## src/rtl/encode_lanes.sv

```systemverilog
// Multi-lane 8B/10B encoder (IEEE 802.3 Clause 36 code tables) with a
// single-entry valid/ready output register and a chained running disparity.
module encode_lanes #(
    parameter int LANES = 2
) (
    input  logic                  clk,
    input  logic                  reset,
    input  logic                  in_valid,
    output logic                  in_ready,
    input  logic [8*LANES-1:0]    data_in,
    input  logic [LANES-1:0]      k_in,
    input  logic                  rd_load,
    input  logic                  rd_load_val,
    output logic                  out_valid,
    input  logic                  out_ready,
    output logic [10*LANES-1:0]   code_out,
    output logic [LANES-1:0]      k_err,
    output logic                  rd_out
);

    typedef enum logic {ST_EMPTY = 1'b0, ST_FULL = 1'b1} state_t;

    state_t                state_q, state_d;
    logic [10*LANES-1:0]   code_q, code_d;
    logic [LANES-1:0]      kerr_q, kerr_d;
    logic                  rd_q, rd_d;
    logic                  xfer_s;
    logic                  rd_chain_s;
    logic [11:0]           lane_s;
    logic [10*LANES-1:0]   word_code_s;
    logic [LANES-1:0]      word_kerr_s;
    logic                  word_rd_s;

    // 5b/6b abcdei codes in the RD- column; RD+ is derived by complementing.
    function automatic logic [5:0] enc6_neg(input logic [4:0] x);
        case (x)
            5'd0:  enc6_neg = 6'b100111;
            5'd1:  enc6_neg = 6'b011101;
            5'd2:  enc6_neg = 6'b101101;
            5'd3:  enc6_neg = 6'b110001;
            5'd4:  enc6_neg = 6'b110101;
            5'd5:  enc6_neg = 6'b101001;
            5'd6:  enc6_neg = 6'b011001;
            5'd7:  enc6_neg = 6'b111000;
            5'd8:  enc6_neg = 6'b111001;
            5'd9:  enc6_neg = 6'b100101;
            5'd10: enc6_neg = 6'b010101;
            5'd11: enc6_neg = 6'b110100;
            5'd12: enc6_neg = 6'b001101;
            5'd13: enc6_neg = 6'b101100;
            5'd14: enc6_neg = 6'b011100;
            5'd15: enc6_neg = 6'b010111;
            5'd16: enc6_neg = 6'b011011;
            5'd17: enc6_neg = 6'b100011;
            5'd18: enc6_neg = 6'b010011;
            5'd19: enc6_neg = 6'b110010;
            5'd20: enc6_neg = 6'b001011;
            5'd21: enc6_neg = 6'b101010;
            5'd22: enc6_neg = 6'b011010;
            5'd23: enc6_neg = 6'b111010;
            5'd24: enc6_neg = 6'b110011;
            5'd25: enc6_neg = 6'b100110;
            5'd26: enc6_neg = 6'b010110;
            5'd27: enc6_neg = 6'b110110;
            5'd28: enc6_neg = 6'b001110;
            5'd29: enc6_neg = 6'b101110;
            5'd30: enc6_neg = 6'b011110;
            default: enc6_neg = 6'b101011;
        endcase
    endfunction

    function automatic logic [3:0] enc4_d_neg(input logic [2:0] y, input logic a7);
        case (y)
            3'd0:    enc4_d_neg = 4'b1011;
            3'd1:    enc4_d_neg = 4'b1001;
            3'd2:    enc4_d_neg = 4'b0101;
            3'd3:    enc4_d_neg = 4'b1100;
            3'd4:    enc4_d_neg = 4'b1101;
            3'd5:    enc4_d_neg = 4'b1010;
            3'd6:    enc4_d_neg = 4'b0110;
            default: enc4_d_neg = a7 ? 4'b0111 : 4'b1110;
        endcase
    endfunction

    // K fghj codes are complemented at RD+ even when balanced, preserving the comma.
    function automatic logic [3:0] enc4_k_neg(input logic [2:0] y);
        case (y)
            3'd0:    enc4_k_neg = 4'b1011;
            3'd1:    enc4_k_neg = 4'b0110;
            3'd2:    enc4_k_neg = 4'b1010;
            3'd3:    enc4_k_neg = 4'b1100;
            3'd4:    enc4_k_neg = 4'b1101;
            3'd5:    enc4_k_neg = 4'b0101;
            3'd6:    enc4_k_neg = 4'b1001;
            default: enc4_k_neg = 4'b0111;
        endcase
    endfunction

    function automatic logic rd6_after(input logic [5:0] c, input logic rd);
        if (c == 6'b000111)                  rd6_after = 1'b1;
        else if (c == 6'b111000)             rd6_after = 1'b0;
        else if ($countones(c) > 32'd3)      rd6_after = 1'b1;
        else if ($countones(c) < 32'd3)      rd6_after = 1'b0;
        else                                 rd6_after = rd;
    endfunction

    function automatic logic rd4_after(input logic [3:0] c, input logic rd);
        if (c == 4'b0011)                    rd4_after = 1'b1;
        else if (c == 4'b1100)               rd4_after = 1'b0;
        else if ($countones(c) > 32'd2)      rd4_after = 1'b1;
        else if ($countones(c) < 32'd2)      rd4_after = 1'b0;
        else                                 rd4_after = rd;
    endfunction

    // Returns {k_err, rd_after, abcdei, fghj} for one byte lane.
    function automatic logic [11:0] enc_lane(input logic [7:0] b, input logic k, input logic rd);
        logic [4:0] x;
        logic [2:0] y;
        logic       k28, kv, rd6, a7, flip6, flip4;
        logic [5:0] base6, s6;
        logic [3:0] base4, s4;
        x     = b[4:0];
        y     = b[7:5];
        k28   = (x == 5'd28);
        kv    = k && (k28 || ((y == 3'd7) &&
                 ((x == 5'd23) || (x == 5'd27) || (x == 5'd29) || (x == 5'd30))));
        base6 = (kv && k28) ? 6'b001111 : enc6_neg(x);
        flip6 = rd && (($countones(base6) != 32'd3) || (!kv && (x == 5'd7)));
        s6    = flip6 ? ~base6 : base6;
        rd6   = rd6_after(s6, rd);
        a7    = (y == 3'd7) &&
                ((!rd6 && ((x == 5'd17) || (x == 5'd18) || (x == 5'd20))) ||
                 ( rd6 && ((x == 5'd11) || (x == 5'd13) || (x == 5'd14))));
        base4 = kv ? enc4_k_neg(y) : enc4_d_neg(y, a7);
        flip4 = rd6 && (kv || ($countones(base4) != 32'd2) || (y == 3'd3));
        s4    = flip4 ? ~base4 : base4;
        enc_lane = {k && !kv, rd4_after(s4, rd6), s6, s4};
    endfunction

    assign in_ready  = (state_q == ST_EMPTY) || out_ready;
    assign out_valid = (state_q == ST_FULL);
    assign code_out  = code_q;
    assign k_err     = kerr_q;
    assign rd_out    = rd_q;
    assign xfer_s    = in_valid && in_ready;

    // Lane chain: each lane starts from the disparity left by the lane below it.
    always_comb begin
        word_code_s = '0;
        word_kerr_s = '0;
        lane_s      = 12'd0;
        rd_chain_s  = rd_load ? rd_load_val : rd_q;
        for (int i = 0; i < LANES; i++) begin
            lane_s                   = enc_lane(data_in[8*i +: 8], k_in[i], rd_chain_s);
            word_code_s[10*i +: 10]  = lane_s[9:0];
            word_kerr_s[i]           = lane_s[11];
            rd_chain_s               = lane_s[10];
        end
        word_rd_s = rd_chain_s;
    end

    // Next state of the output register and running disparity.
    always_comb begin
        state_d = state_q;
        code_d  = code_q;
        kerr_d  = kerr_q;
        rd_d    = rd_q;
        case (state_q)
            ST_EMPTY: begin
                if (xfer_s) state_d = ST_FULL;
                else        state_d = ST_EMPTY;
            end
            ST_FULL: begin
                if (out_ready && !in_valid) state_d = ST_EMPTY;
                else                        state_d = ST_FULL;
            end
            default: state_d = ST_EMPTY;
        endcase
        if (xfer_s) begin
            code_d = word_code_s;
            kerr_d = word_kerr_s;
            rd_d   = word_rd_s;
        end else if (rd_load) begin
            rd_d   = rd_load_val;
        end else begin
            rd_d   = rd_q;
        end
    end

    // State and output registers.
    always_ff @(posedge clk or negedge reset) begin
        if (!reset) begin
            state_q <= ST_EMPTY;
            code_q  <= '0;
            kerr_q  <= '0;
            rd_q    <= 1'b0;
        end else begin
            state_q <= state_d;
            code_q  <= code_d;
            kerr_q  <= kerr_d;
            rd_q    <= rd_d;
        end
    end

endmodule

```

## config.mk

```make
export PLATFORM = sky130hd
export DESIGN_NAME = encode_lanes
export DESIGN_NICKNAME = d
export VERILOG_FILES = /design/src/rtl/encode_lanes.sv
export SDC_FILE = /design/constraint.sdc
export NUM_CORES = 1
export LEC_CHECK = 0
export BUFFER_PORTS_ARGS = -buffer_cell sky130_fd_sc_hd__buf_2
export CAP_MARGIN = 10
export CORE_UTILIZATION = 38
export CTS_CLUSTER_DIAMETER = 150
export CTS_CLUSTER_SIZE = 14
export DETAILED_ROUTE_END_ITERATION = 10
export HOLD_SLACK_MARGIN = 0.12
export PLACE_DENSITY_LB_ADDON = 0.12
export SYNTH_ARGS = -nofsm -noshare
export SYNTH_HDL_FRONTEND = slang
export SYNTH_SLANG_ARGS = --single-unit
```

## constraint.sdc

```tcl
create_clock -name clk -period 20.1 [get_ports clk]
set_input_delay 3.015 -clock clk [delete_from_list [all_inputs] [get_ports clk]]
set_output_delay 3.015 -clock clk [all_outputs]
set_load 0.02 [all_outputs]
```

==> flow_summary.toml <==
[outcome]
outcome = "finished, violations left"
failed_checks = "DRC"

[global_routing]
grt_pass1_wl_mm = 13.78
grt_usage = 0.1710
grt_max_degree = 33
antenna_found_initial = 0
first_global_vias = 3010
grt_overflow = 0

[clock_tree]
cts_tree = "built"
clk_root_buffer_cell = "clkbuf_8"
postCtsResizedCells = 0
numClockSinks = 24
path_clk_slew_ns = 0.09
cts_setup_buffers = 0
cts_hold_buf = 0
h-tree-depth = 1
cts_made_buffers = 3
cts_buffer_depth = 2
insertion_delay_ns = 0.27

[sta]
period_share = 0.9457
max_freq_mhz = 52.61
max_slew_margin = 0.3475
tns_ns = 0
rsz0062_at_grt = "no"
period_minus_slack_ns = 19.01
drv_slew = 0
finalHoldViolations = 0
setup_viol = 0
skew_ns = 0.002690
worst-slew-pin-transition_ns = 0.9763

[detailed_routing]
vias = 3115
drc = 3
routed.top_layer = "met4"
postRouteAntennaNets = 0
firstDrtPassIters = 7
drt-met1-wl_mm = 4.078
met3_length_um = 228
vias_per_cell = 5.408
wl_mm = 8.105
wl_met2_mm = 3.759
drtIter0Drc = 111
wl_per_cell_um = 14.07

[setup_path]
crit_path_frequent_cell = "ha_1"
crit_path_end_kind = "flip-flop"
cpMaxStageDelayCell = "fa_1"
worst-path-max-fanout = 10
critPathBufInv = 10
critPathLaunchType = "input pin"
crit_arrival_ns = 19.13
max_stage_delay_ns = 0.55
crit_type = "input pin to flip-flop"
crit_family = "adder cells"
cp_data_required_time_ns = 20.22

[final_layout]
final_layout_size_suffix_gt1_frac = 0.1688
n_antenna_cell = 0
fillers = 923
nets = 541
area_delta_synth_final_pct = 10.05

[synthesis]
synth_edf_count = 0
synth.area.top_cells = "dfrtp_1 (17%), ha_1 (13%), nand2_1 (7.1%)"
synth_warnings = 0
async_reset_ff_frac = 1.000
yosys_register_bits = 24
synth_nets = 507
synth_top_area_cell = "dfrtp_1"
yosys-top-cells-count = "nand2_1 (66), nor2_1 (37), ha_1 (36)"
synth.distinct_cells = 76
ys_seq_area_frac = 0.1717
syn_area_sq_um = 3497
synth.avg_cell_area_sq_um = 8.039
synth_top_area_share = 0.1717
yosysMostFrequentCell = "nand2_1"
synthFlopType = "dfrtp_1"
syn_inst = 435

[die]
num_io_pins = 49
core_sq_um = 8806
die_area_sq_um = 9590
std_cell_rows = 34
start_util = 0.3971
die_w_um = 97.93
die_h_um = 97.93

[placement]
gp_congestion = 0.8118
port_buffers = 48
hpwlAfterDp_mm = 6.419

[flow_run]
cap_violations = 0

[worst_hold_path]
worstHoldPathType = "flip-flop to flip-flop"
[layer usage]
metal,up-vias,global-route usage
met1,1458,0.2398
met3,5,0.009306
met4,0,0.02797
met2,59,0.2941
met5,-,0
li1,1593,-
[worst paths after layout]
check,cells past startpoint,startpoint,end,slack (ns)
max in group asynchronous,1,reset,code_out[19],16.99
setup reg to reg,63,rd_out,rd_out,6.55
min in group asynchronous,1,reset,code_out[6],2.73
setup / recovery,74,data_in[0],rd_out,1.09
hold / removal,2,code_out[19],code_out[19],0.48
hold reg to reg,2,code_out[19],code_out[19],0.48
[layout by cell type, fill, tap and decap left out, drive strengths merged, types with 5 or more instances in the layout]
cell type  Yosys  routed
mux2           5       5
nand2b         7       7
nor3          11      11
nor2          38      38
a211oi         9       9
nand4          6       6
and2           7       7
a211o          5       5
a21boi         5       5
fa            12      12
buf            8      50
ha            36      36
nand2         66      66
o21ai         30      30
nand3         11      11
dfrtp         24      24
xnor2         18      18
a21oi          8       8
inv           29      29
mux2i          5       5
nor2b         12      12
[registers in the layout, summed over array words and instances (netlist names)]
signal,count
k_err,2
out_valid,1
rd_out,1
code_out,20
[tightest hold or removal path: stages (launching register included)]
cell and delay, ns:
dfrtp_1 0.35, nand2_1 0.04, o21ai_0 0.06
[cells by family after synthesis]
logic type | after synthesis | share of synthesized area
buffers and inverters | 52 | 0.06368
adder cells (fa/ha/maj) | 50 | 0.2032
flip-flops | 24 | 0.1717
multiplexers | 10 | 0.03041
AND/OR/NAND/NOR | 178 | 0.2494
AO/OA/AOI/OAI | 99 | 0.2243
XOR/XNOR | 22 | 0.05724
[stage by stage]
step	hold slack (ns)	cells	util	setup slack, ns	instance area, sq um
finish	0.4792	576	0.4371	1.092	3849
detailed placement	0.4647	572	0.4295	0.6604	3782
global placement	0.4582	572	0.4295	0.9761	3782
global route	0.4996	576	0.4371	0.08351	3849
floorplan	0.5827	435	-	2.129	3497
CTS	0.4865	576	0.4358	0.9572	3837
[cell type report]
cell class                 count  area (sq um)  area share
tap                          108         135.1     0.03511
multi-input combinational    359          2685      0.6977
sequential                    24         600.6      0.1560
inverter                      31         117.6     0.03056
timing repair buffer          50         255.2     0.06632
clock buffer                   4         55.05     0.01430
Power is left out: the tool's default activity adds up to more than one toggle a clock period on the data nets, which glitch-free logic cannot reach.
